===== config.mk =====
export PLATFORM = sky130hd
export DESIGN_NAME = disp_scan_driver
export DESIGN_NICKNAME = d
export VERILOG_FILES = /design/src/rtl/soc_disp_pkg.sv /design/src/rtl/disp_bin2bcd.sv /design/src/rtl/disp_scan_driver.sv
export SDC_FILE = /design/constraint.sdc
export NUM_CORES = 1
export LEC_CHECK = 0
export ABC_AREA = 1
export ABC_CLOCK_PERIOD_IN_PS = 3800
export CAP_MARGIN = 40
export CORE_MARGIN = 3
export CORE_UTILIZATION = 55
export CTS_BUF_LIST = sky130_fd_sc_hd__clkbuf_8
export DETAILED_ROUTE_END_ITERATION = 8
export GPL_TIMING_DRIVEN = 0
export PLACE_DENSITY = 0.88
export SYNTH_ARGS = -nofsm -noshare
export SYNTH_HDL_FRONTEND = slang
export SYNTH_SLANG_ARGS = --single-unit

===== constraint.sdc =====
create_clock -name clk -period 3.8 [get_ports clk]
set_input_delay 0.38 -clock clk [delete_from_list [all_inputs] [get_ports clk]]
set_output_delay 0.38 -clock clk [all_outputs]
set_load 0.05 [all_outputs]

===== src/rtl/soc_disp_pkg.sv =====
// ---------------------------------------------------------------------------
// soc_disp_pkg
// Constants shared by the display scan driver and its BCD converter:
//   - seven-segment encodings, active-low, bit order {g,f,e,d,c,b,a}
//   - digit count and converter word widths
//   - state encoding of the binary-to-BCD converter
// ---------------------------------------------------------------------------
package soc_disp_pkg;

  localparam int NDIG_C = 8;
  localparam int BIN_W  = 32;
  localparam int BCD_W  = 40;   // 10 decimal digits cover the full 32-bit range

  localparam logic [6:0] SEG_BLANK = 7'h7F;
  localparam logic [6:0] SEG_E     = 7'h06;
  localparam logic [6:0] SEG_R     = 7'h2F;

  // Glyphs 0-9, A, b, C, d, E, F
  localparam logic [6:0] SEG_HEX [16] = '{
    7'h40, 7'h79, 7'h24, 7'h30, 7'h19, 7'h12, 7'h02, 7'h78,
    7'h00, 7'h10, 7'h08, 7'h03, 7'h46, 7'h21, 7'h06, 7'h0E
  };

  typedef enum logic [1:0] {
    CONV_IDLE  = 2'd0,
    CONV_SHIFT = 2'd1,
    CONV_DONE  = 2'd2
  } conv_state_e;

endpackage


===== src/rtl/disp_bin2bcd.sv =====
// ---------------------------------------------------------------------------
// disp_bin2bcd
// Sequential double-dabble converter: 32 shift-add-3 iterations, one per
// clock. The first shift happens on the start edge itself, so the last shift
// lands 31 cycles later and DONE is held for exactly one cycle after that.
// Only exists in the decimal build (DISP_BCD_EN defined).
//
// Ports:
//   clk    in   system clock
//   rst    in   synchronous active-high reset
//   start  in   accept pulse; value is sampled on this edge when idle
//   value  in   32-bit binary input
//   busy   out  high from the start edge until DONE returns to IDLE
//   done   out  one-cycle strobe: bcd is final and stable
//   bcd    out  40-bit packed BCD result
// ---------------------------------------------------------------------------
`ifdef DISP_BCD_EN
module disp_bin2bcd
  import soc_disp_pkg::*;
(
  input  logic             clk,
  input  logic             rst,
  input  logic             start,
  input  logic [BIN_W-1:0] value,
  output logic             busy,
  output logic             done,
  output logic [BCD_W-1:0] bcd
);

  conv_state_e      state_q, state_nx;
  logic [BIN_W-1:0] bin_q;
  logic [BCD_W-1:0] bcd_q;
  logic [4:0]       cnt_q;
  logic [BCD_W-1:0] adj;

  // Add 3 to every BCD digit that is 5 or more before the next shift
  always_comb begin
    adj = bcd_q;
    for (int i = 0; i < BCD_W / 4; i++) begin
      if (bcd_q[4*i +: 4] >= 4'd5) adj[4*i +: 4] = bcd_q[4*i +: 4] + 4'd3;
    end
  end

  always_comb begin
    state_nx = state_q;
    unique case (state_q)
      CONV_IDLE:  if (start) state_nx = CONV_SHIFT;
      CONV_SHIFT: if (cnt_q == 5'd31) state_nx = CONV_DONE;
      CONV_DONE:  state_nx = CONV_IDLE;
      default:    state_nx = CONV_IDLE;
    endcase
  end

  always_ff @(posedge clk) begin
    if (rst) begin
      state_q <= CONV_IDLE;
      bin_q   <= '0;
      bcd_q   <= '0;
      cnt_q   <= '0;
    end else begin
      state_q <= state_nx;
      unique case (state_q)
        CONV_IDLE: begin
          if (start) begin
            // Iteration 1 needs no add-3: the BCD accumulator starts at zero
            bcd_q <= {{(BCD_W-1){1'b0}}, value[BIN_W-1]};
            bin_q <= {value[BIN_W-2:0], 1'b0};
            cnt_q <= 5'd1;
          end
        end
        CONV_SHIFT: begin
          bcd_q <= {adj[BCD_W-2:0], bin_q[BIN_W-1]};
          bin_q <= {bin_q[BIN_W-2:0], 1'b0};
          cnt_q <= cnt_q + 5'd1;
        end
        default: ;
      endcase
    end
  end

  assign busy = (state_q != CONV_IDLE);
  assign done = (state_q == CONV_DONE);
  assign bcd  = bcd_q;

endmodule
`endif


===== src/rtl/disp_scan_driver.sv =====
// ---------------------------------------------------------------------------
// disp_scan_driver
// Picks val_a or val_b, holds it in a shadow register, converts it for
// display and scans it onto an 8-digit common-anode seven-segment display
// with leading-zero blanking and an "Err" override.
//
// Build option DISP_BCD_EN:
//   defined   - decimal display through disp_bin2bcd; dp on digit 7 flags
//               values of 100000000 or more
//   undefined - hexadecimal display of the shadow nibbles, busy tied low,
//               dp never lit
//
// Ports:
//   clk    in   system clock
//   rst    in   synchronous active-high reset
//   val_a  in   primary value, shown when sel = 0
//   val_b  in   alternate value, shown when sel = 1
//   sel    in   source select
//   err    in   show "Err" instead of the value
//   an     out  digit enables, active-low, one-hot
//   seg    out  segments {g..a}, active-low
//   dp     out  decimal point, active-low
//   busy   out  conversion in progress
// ---------------------------------------------------------------------------
module disp_scan_driver
  import soc_disp_pkg::*;
#(
  parameter int REFRESH_DIV = 100000,
  parameter int NDIG        = NDIG_C
) (
  input  logic            clk,
  input  logic            rst,
  input  logic [31:0]     val_a,
  input  logic [31:0]     val_b,
  input  logic            sel,
  input  logic            err,
  output logic [NDIG-1:0] an,
  output logic [6:0]      seg,
  output logic            dp,
  output logic            busy
);

  localparam int CNT_W = $clog2(REFRESH_DIV);
  localparam int IDX_W = $clog2(NDIG);

  logic [31:0]       source;
  logic [31:0]       shadow_q;
  logic              accept;
  logic              conv_busy;
  logic [4*NDIG-1:0] digits_q;
  logic              ovf;
  logic [CNT_W-1:0]  refresh_q;
  logic [IDX_W-1:0]  idx_q;
  logic [NDIG-1:0]   shown;
  logic [3:0]        cur_nib;
  logic [NDIG-1:0]   an_nx;
  logic [6:0]        seg_nx;
  logic              dp_nx;

  assign source = sel ? val_b : val_a;
  // Changes arriving mid-conversion are not queued; once busy drops the
  // compare simply sees the difference again and restarts.
  assign accept = (source != shadow_q) && !conv_busy;

  always_ff @(posedge clk) begin
    // NOTE: every clocked register uses <= so all flops sample pre-edge values
    // regardless of statement order.
    if (rst) shadow_q <= '0;
    else if (accept) shadow_q <= source;
  end

`ifdef DISP_BCD_EN
  logic             conv_done;
  logic [BCD_W-1:0] bcd;
  logic             ovf_q;

  disp_bin2bcd u_bin2bcd (
    .clk   (clk),
    .rst   (rst),
    .start (accept),
    .value (source),
    .busy  (conv_busy),
    .done  (conv_done),
    .bcd   (bcd)
  );

  // Digit registers only change when a conversion completes, so the old
  // value stays on the display while busy.
  always_ff @(posedge clk) begin
    // NOTE: the digit registers are reset (they are only 33 flops, not a RAM)
    // so an aborted conversion can never leave partial BCD on the display.
    if (rst) begin
      digits_q <= '0;
      ovf_q    <= 1'b0;
    end else if (conv_done) begin
      digits_q <= bcd[4*NDIG-1:0];
      ovf_q    <= |bcd[BCD_W-1:4*NDIG];
    end
  end

  assign ovf = ovf_q;
`else
  assign conv_busy = 1'b0;
  assign ovf       = 1'b0;

  always_ff @(posedge clk) begin
    if (rst) digits_q <= '0;
    else if (accept) digits_q <= source[4*NDIG-1:0];
  end
`endif

  // A digit is shown if it or any digit above it is non-zero; digit 0 always.
  always_comb begin
    logic lead_nz;
    // NOTE: every signal written here gets a value before any condition,
    // otherwise the missing paths would infer latches.
    lead_nz = 1'b0;
    shown   = '0;
    for (int i = NDIG - 1; i >= 0; i--) begin
      lead_nz  = lead_nz | (digits_q[4*i +: 4] != 4'd0);
      shown[i] = lead_nz;
    end
    shown[0] = 1'b1;
  end

  // Refresh counter and digit index
  always_ff @(posedge clk) begin
    if (rst) begin
      refresh_q <= '0;
      idx_q     <= '0;
    end else if (refresh_q == CNT_W'(REFRESH_DIV - 1)) begin
      refresh_q <= '0;
      idx_q     <= (idx_q == IDX_W'(NDIG - 1)) ? '0 : idx_q + 1'b1;
    end else begin
      refresh_q <= refresh_q + 1'b1;
    end
  end

  // Scan mux: pattern for the current digit index
  always_comb begin
    cur_nib = digits_q[4*idx_q +: 4];
    an_nx   = ~(NDIG'(1) << idx_q);
    seg_nx  = shown[idx_q] ? SEG_HEX[cur_nib] : SEG_BLANK;
    dp_nx   = ~(ovf && (idx_q == IDX_W'(NDIG - 1)));
    if (err) begin
      dp_nx = 1'b1;
      if (idx_q == IDX_W'(2))      seg_nx = SEG_E;
      else if (idx_q < IDX_W'(2))  seg_nx = SEG_R;
      else                         seg_nx = SEG_BLANK;
    end
  end

  always_ff @(posedge clk) begin
    if (rst) begin
      an  <= '1;
      seg <= SEG_BLANK;
      dp  <= 1'b1;
    end else begin
      an  <= an_nx;
      seg <= seg_nx;
      dp  <= dp_nx;
    end
  end

  assign busy = conv_busy;

endmodule


* Word-level counts from Yosys, hierarchy flattened *
Memory sizes are Yosys's and may differ from the RTL's.
Index checks and enable logic that the tools add are counted.

storage, ports and cells
  memories kept = 1
  register bits after elaboration = 67
  output and inout bits = 17
  bits in read-only memories = 112

memory list
  name             depth  bits a word  rd ports  clocked after memory_dff  write ports  RTL line                 text
  (no name shown)  16     7            1         0                         0            disp_scan_driver.sv:143  seg_nx = shown[idx_q] ? SEG_HEX[cur_nib] : SEG_BLANK;

operators by class
  eq/ne operators = 4
  shifts and indexed selects = 2
  reduce and logical (&&, ||, !) cells = 8
  bitwise gates (word level) = 8
  mux-type cells = 10
  order comparisons = 3
  add/sub/neg operators = 2

operators with widths
  operator                                                  count
  2-to-1 mux 7 bit                                          6
  2-to-1 mux 32 bit                                         1
  inequality test 32 bit                                    1
  variable part select 32 x 6 -> 4 bit                      1
  nonzero test 4 bit                                        7
  adder 17 x 1 -> 17 bit, second input constant             1
  == test 17 bit, second input constant                     1
  NOT 8 bit                                                 1
  << shifter 1 x 3 -> 8 bit, first input constant           1
  OR 1 bit                                                  6
  greater-or-equal comparator 5 bit, second input constant  1
  NOT 4 -> 5 bit                                            1
  < comparator 3 x 4 -> 1 bit, second input constant        1
  adder 3 x 1 -> 3 bit, second input constant               1
  binary-select mux 1 bit (select 3 bit)                    1
  == test 3 x 2 -> 1 bit, second input constant             1
  == test 3 bit, second input constant                      1
  < comparator 3 x 2 -> 1 bit, second input constant        1
  2-to-1 mux 3 bit                                          1
  OR reduction 2 bit                                        1
  2-to-1 mux 1 bit                                          1

* Longest topological paths before layout *
  depth after elaboration = 11
  depth in mapped cells = 16

* Least setup slack after synthesis *
No wires, ideal clock.

  kind = reg-to-reg
  start point = register idx_q[0]
  end point = register seg[0]
  path slack = 2030 ps
  setup time = 118 ps
  data required time = 3682 ps
  stages on the path, launching flop included = 17
  arrival = 1652 ps
  clock period less this slack = 1770 ps
  cell sequence = dfxtp_1 > buf_6 > inv_4 > buf_6 > nand2_1 > nand2_1 > nand2_1 > nand3_1 > nand2_1 > inv_1 > ha_1 > inv_1 > nand3_1 > nand3_1 > nand3_1 > nand2_1 > nand2_1

on the way
  cells in the longest elaborated chain, start to end = 7
  elaborated cells on any way between the ends = 11
  classes of those cells = eq/ne: 1; shift: 1; mux: 7; bitwise: 1; memory: 1

RTL lines
  element                                              RTL line                 text
  from (decl)                                          disp_scan_driver.sv:53   logic [IDX_W-1:0] idx_q;
  from (signal assigned)                               disp_scan_driver.sv:133  idx_q <= (idx_q == IDX_W'(NDIG - 1)) ? '0 : idx_q + 1'b1;
  variable part select 32 x 6 -> 4 bit                 disp_scan_driver.sv:141  cur_nib = digits_q[4*idx_q +: 4];
  NOT 4 -> 5 bit (implied by the code)                 disp_scan_driver.sv:143
  memory (16 x 7 bit)                                  --
  2-to-1 mux 7 bit (implied by the code) (2 in a row)  disp_scan_driver.sv:143
  2-to-1 mux 7 bit                                     disp_scan_driver.sv:143
  2-to-1 mux 7 bit (*)                                 disp_scan_driver.sv:145  if (err) begin
  to (signal assigned)                                 disp_scan_driver.sv:160  seg <= seg_nx;
  to (decl)                                            disp_scan_driver.sv:38   output logic [6:0] seg,

Every way passes the cells marked *; elsewhere a longest branch is shown, timed or not. The select of a mux whose other input is x is not followed.
A chain may end at the register's enable or synchronous reset.

* Worst setup path after layout *
Same ends and word-level chain as after synthesis.

==> qor.yml <==
placement:
  place_congestion: 0.943
  dp.cells: 616
  numPortBuffers: 80
  hpwl_um: 6050
synth:
  synthTopCellsByArea: "dfxtp_1 (38%), nand2_1 (11%), mux2i_1 (9.2%)"
  synth_top_area_share_pct: 38.5
  netlist_instances: 461
  synth_seq_cells: 67
  syn_avg_cell_area_um2: 7.56
  syn-num-nets: 542
  synth.distinct_cells: 38
  synth_top_area_cell: "dfxtp_1"
  synth_area_um2: 3480
  yosysSeqAreaShare_pct: 38.5
  synth_warnings: 0
die:
  dieArea_um2: 7330
  fp.coreArea_um2: 6030
  die_y_um: 85.6
  initial_utilization_pct: 57.8
  fp-row-count: 28
  die_w_um: 85.6
  io-pin-count: 85
cells_and_area:
  fill_cells: 441
  fin_util_pct: 75.9
  multi_input_area_um2: 1810
  stdcell_count: 631
  seq_area_um2: 1340
  area_growth_pct: 31.2
  n_antenna_cell: 0
  fin_nets: 633
  drive_gt1_share_pct: 9.89
clocking:
  cts.htree.levels: 3
  cts_root_buffer: "clkbuf_8"
  tritoncts: "yes"
  clkLatencyLatePin_ns: 0.34
  cts_made_buffers: 9
  clk_pin_slew_ns: 0.07
  post_cts_buffers: 0
  cts.path.max_buffers: 2
  cts_resized: 0
  clock_sinks: 67
  holdBufCountCts: 0
worst_setup_path:
  path_delay_family: "simple AND/OR/NAND/NOR gates"
  critPathBufInv: 5
  crit_chain: "buf_6 > inv_4 > buf_6 > nand2_1 > nand2_1 > nand2_1 > nand3_1 > nand2_1 > inv_1 > ha_1 > inv_1 > nand3_1 > nand3_1 > nand3_1 > nand2_1 > nand2_1"
  timing.critical_path.mode_cell: "nand2_1"
  crit_path_start_kind: "register"
  criticalPathCategory: "register to register"
  crit_required_ns: 4.03
  cp_slowest_stage_delay_ns: 0.39
  cp_max_fo: 11
  timing.critical_path.to_type: "register"
  cp_slowest_cell: "dfxtp_1"
  crit_arrival_ns: 2.36
timing:
  finalMaxSlewViolations: 0
  slew_headroom_pct: 62.1
  fin_worst_skew_ns: 0.00914
  setup-tns-final_ns: 0
  rsz0062_at_grt: "false"
  fmax_mhz: 471
  worst_pin_slew_ns: 0.569
  setup_viol: 0
  finalHoldViolCount: 0
  fin_crit_sh_pct: 55.9
  min_period_ns: 2.12
global_routing:
  grt_max_degree: 12
  grt.overflow.total: 0
  grt_pass1_vias: 3251
  grt_antenna_before_repair: 0
  grt.total_usage_pct: 23.5
  grt_pass1_wl_um: 13800
outcome:
  outcome: "completed"
drt:
  wl_per_cell_um: 12.6
  drt_wl_total_um: 7940
  avgViaCountPerCell: 5.06
  drtIter0Drc: 183
  drtAntennaViolNets: 0
  vias: 3190
  first_pass_iters: 4
  drc: 0
power:
  cellPowerDensity_nw_per_um2: 342
  vdd_drop_max_uv: 266
  p_leak_uw: 0.00205
  total_power_uw: 1560
worst_hold_path:
  hold_class: "register to register"
flow_run:
  drv_cap: 0
[sequential cells by signal, summed over array words and instances, names as in the netlist]
name,cells
idx_q,3
seg,7
an,8
refresh_q,17
digits_q,32
[stage by stage]
step	cell area [um2]	hold WS, ns	worst slack, ns
6_report	4570	0.447	1.68
5_1_grt	4570	0.485	1.45
2_1_floorplan	3480	0.412	2.03
4_1_cts	4570	0.441	1.72
3_3_place_gp	4380	0.423	1.79
3_5_place_dp	4380	0.435	1.74
[synth_stat cells, drive strengths merged]
library cell	instances
nor3	9
conb	2
nand2	106
clkinv	1
mux2i	32
nand3	50
nor2	70
nand3b	1
or2	4
xor2	4
and3	1
clkbuf	5
o21ai	7
nand4	6
a31oi	3
a21oi	13
dfxtp	67
ha	13
o211ai	2
buf	13
nor4	1
inv	51
[final timing paths]
path | start | endpoint | slack, ns | cells after the start
worst min register to register | refresh_q[0]$_SDFF_PP0_ | refresh_q[0]$_SDFF_PP0_ | 0.45 | 1
worst max register to register | idx_q[0]$_SDFFE_PP0P_ | seg[0]$_SDFF_PP1_ | 1.68 | 16
worst max-delay path | idx_q[0]$_SDFFE_PP0P_ | seg[0]$_SDFF_PP1_ | 1.68 | 16
worst min-delay path | refresh_q[0]$_SDFF_PP0_ | refresh_q[0]$_SDFF_PP0_ | 0.45 | 1
[routing by layer]
| layer | track usage, % | routed length (um) |
|---|---|---|
| met1 | 25.7 | 3210 |
| met2 | 42.5 | 4040 |
| met3 | 5.09 | 443 |
| met4 | 12.2 | 246 |
| met5 | 0 | 0 |
[power by group]
group          internal [uW]  total (uW)  switching, uW  leakage [uW]
registers                734         747           13.1      0.000552
logic                    122         243            121       0.00139
clock network            329         574            244      0.000108
total                   1190        1560            378       0.00205
[layout by cell type, fill, tap and decap left out, drive strengths merged, types with 3 or more instances in the layout]
cell type and instances:
buf 13, nand4 6, xor2 4, inv 53, clkbuf 16, nor3 9
nand2 106, ha 13, clkdlybuf4s50 80, dfxtp 67, nand3 50, or2 4
a31oi 3, nor2 70, mux2i 32, o21ai 7, a21oi 13
[final cells by class]
class	instances	area share, %
multi-input combinational	324	39.7
tap	75	2.05
sequential	67	29.3
inverter	52	4.32
clock buffer	11	3.31
clock inverter	4	0.930
buffer	18	2.87
timing repair buffer	80	17.5
[cells by family after synthesis]
family                     after synthesis  synth area share (%)
other                                    2                 0.216
muxes                                   32                  9.19
adders and majority gates               13                  4.67
and+or+nand+nor                        248                  32.6
xor gates and xnor gates                 4                  1.01
DFF                                     67                  38.5
AOI/OAI and AO/OA                       25                  4.38
buffers and inverters                   70                  9.44
No activity file was read; power rests on OpenSTA's default activity.
==> edit, RTL diff (same settings) <==
Build with the macro `DISP_BCD_EN` defined.
--- a/src/rtl/disp_bin2bcd.sv
+++ b/src/rtl/disp_bin2bcd.sv
@@ -16,2 +16,4 @@
 // ---------------------------------------------------------------------------
+`define DISP_BCD_EN
+
 `ifdef DISP_BCD_EN
Behaviour: not the same (a bounded check fails within 4 cycles, from zero or initial values and one cycle with rst high).
==> edit against the original RTL <==
- count of clock-buffer cells in the layout is 7 higher
- area after synthesis rose to 2.8 times the old value
- power rose to 2.5 times the old value
- worst hold slack got worse by 0.065 ns
- core utilization shrank 11 points
- cell count rose to 2.8 times the old value
- setup slack lost 0.92 ns
- routed wire length grew to 3.3 times the old value
- die area grew to 2.6 times the old value
- global-route usage rose by 3.5 points
- critical path depth down 12
- final area is 150% higher
- sequential cell count is 112 higher
- largest cell class unchanged
==> edit: results <==
group,metric,value,unit
drt,vias,10025,
sta,skew,0.02381,ns
synth,synthCells,1444,
setup_path,critical_path.startpoint,"u_bin2bcd.state_q[1]$_SDFFE_PP0P_",
synth,synth_commonest_cells,"nand2_1 (381), a21oi_1 (198), dfxtp_1 (179)",
power,p_int,2.729,mW
drt,wire_per_inst,14.64,um
synth,synth_seq_area_share,36.82,%
power,p_leak,4.485,nW
cts,ctsHtreeMaxLevel,4,
drt,drt_iter0_markers,846,
place,gp_congestion,0.9581,
min_path,hold_path_end,"shadow_q[1]$_SDFFE_PP0P_",
setup_path,critPathCapture,"busy",
min_path,min_from,"sel",
global_routing,grt_pass1_vias,9409,
global_routing,grt_max_degree,19,
final_layout,drive_above_1_share,5.324,%
setup_path,slowest_delay,0.71,ns
setup_path,cp.arrival,2.66,ns
drt,dr.pass1.iters,5,
place,post-place-cells,1752,
sta,whs,0.3810,ns
synth,synthTopCellsByArea,"dfxtp_1 (37%), nand2_1 (15%), a21oi_1 (10%)",
setup_path,cp_max_fo,10,
final_layout,fin_nets,1650,
drt,wl,26.12,mm
min_path,holdCritPathClass,"in2reg",
setup_path,critPathSlowestCell,"clkdlybuf4s50_1",
place,dp_hpwl,19.14,mm
power,vdd_drop_max,355.1,uV
global_routing,track_usage,27.05,%
sta,maxSlewHeadroom,49.50,%
outcome,status,"finished, final reports clean",
final_layout,filler_cell_count,1498,
setup_path,r2r_slack,1.09,ns
synth,ys_types,37,
synth,yosysTopAreaCellShare,36.82,%
global_routing,grt_pass1_wl,44.09,mm
-- edit: final cells by class --
| cell class | count | share of cell area [%] |
|---|---|---|
| Multi-Input combinational cell | 1029 | 45.76 |
| Sequential cell | 179 | 31.85 |
| Timing Repair Buffer | 83 | 7.384 |
| Inverter | 158 | 5.315 |
| Buffer | 78 | 3.581 |
| Tap cell | 225 | 2.502 |
| Clock buffer | 18 | 2.202 |
| Clock inverter | 14 | 1.412 |
-- edit: stage by stage --
step | total power [mW] | area, sq um | worst slack, ns
final | 3.915 | 11250 | 0.7552
after global routing | 4.069 | 11250 | 0.6618
after CTS | 3.912 | 11250 | 0.8044
after detailed placement | 2.589 | 10850 | 1.044
after global placement | 2.572 | 10850 | 1.140
after floorplan | 2.383 | 9733 | 1.633
-- edit: kinds of logic after synthesis --
kind of cell | synth area share [%]
flip-flops | 36.82
adder cells (fa/ha/maj) | 4.628
AND/OR/NAND/NOR | 29.66
XOR/XNOR | 1.080
AO/OA/AOI/OAI | 17.53
buffers and inverters | 10.28
-- edit: power by group through the flow --
stage | combinational, mW | clock (mW) | sequential (mW)
after floorplan | 0.356 | 0 | 2.03
after global placement | 0.555 | 0 | 2.02
after detailed placement | 0.569 | 0 | 2.02
after CTS | 0.571 | 1.36 | 1.98
after global routing | 0.643 | 1.44 | 1.99
final | 0.580 | 1.36 | 1.98
-- edit: critical path, delay by kind of cell, from the launching register on --
kind | cells | cell delay [ns]
flip-flops | 1 | 0.34
AND/OR/NAND/NOR | 1 | 0.52
buffers and inverters | 3 | 1.31
-- edit: metal layers --
metal	vias up	track usage, %	share of wire, %
met2	419	46.46	48
met4	0	8.187	1.8
met1	4617	34.59	42
met5	-	0	0
li1	4943	-	-
met3	46	5.172	7.5
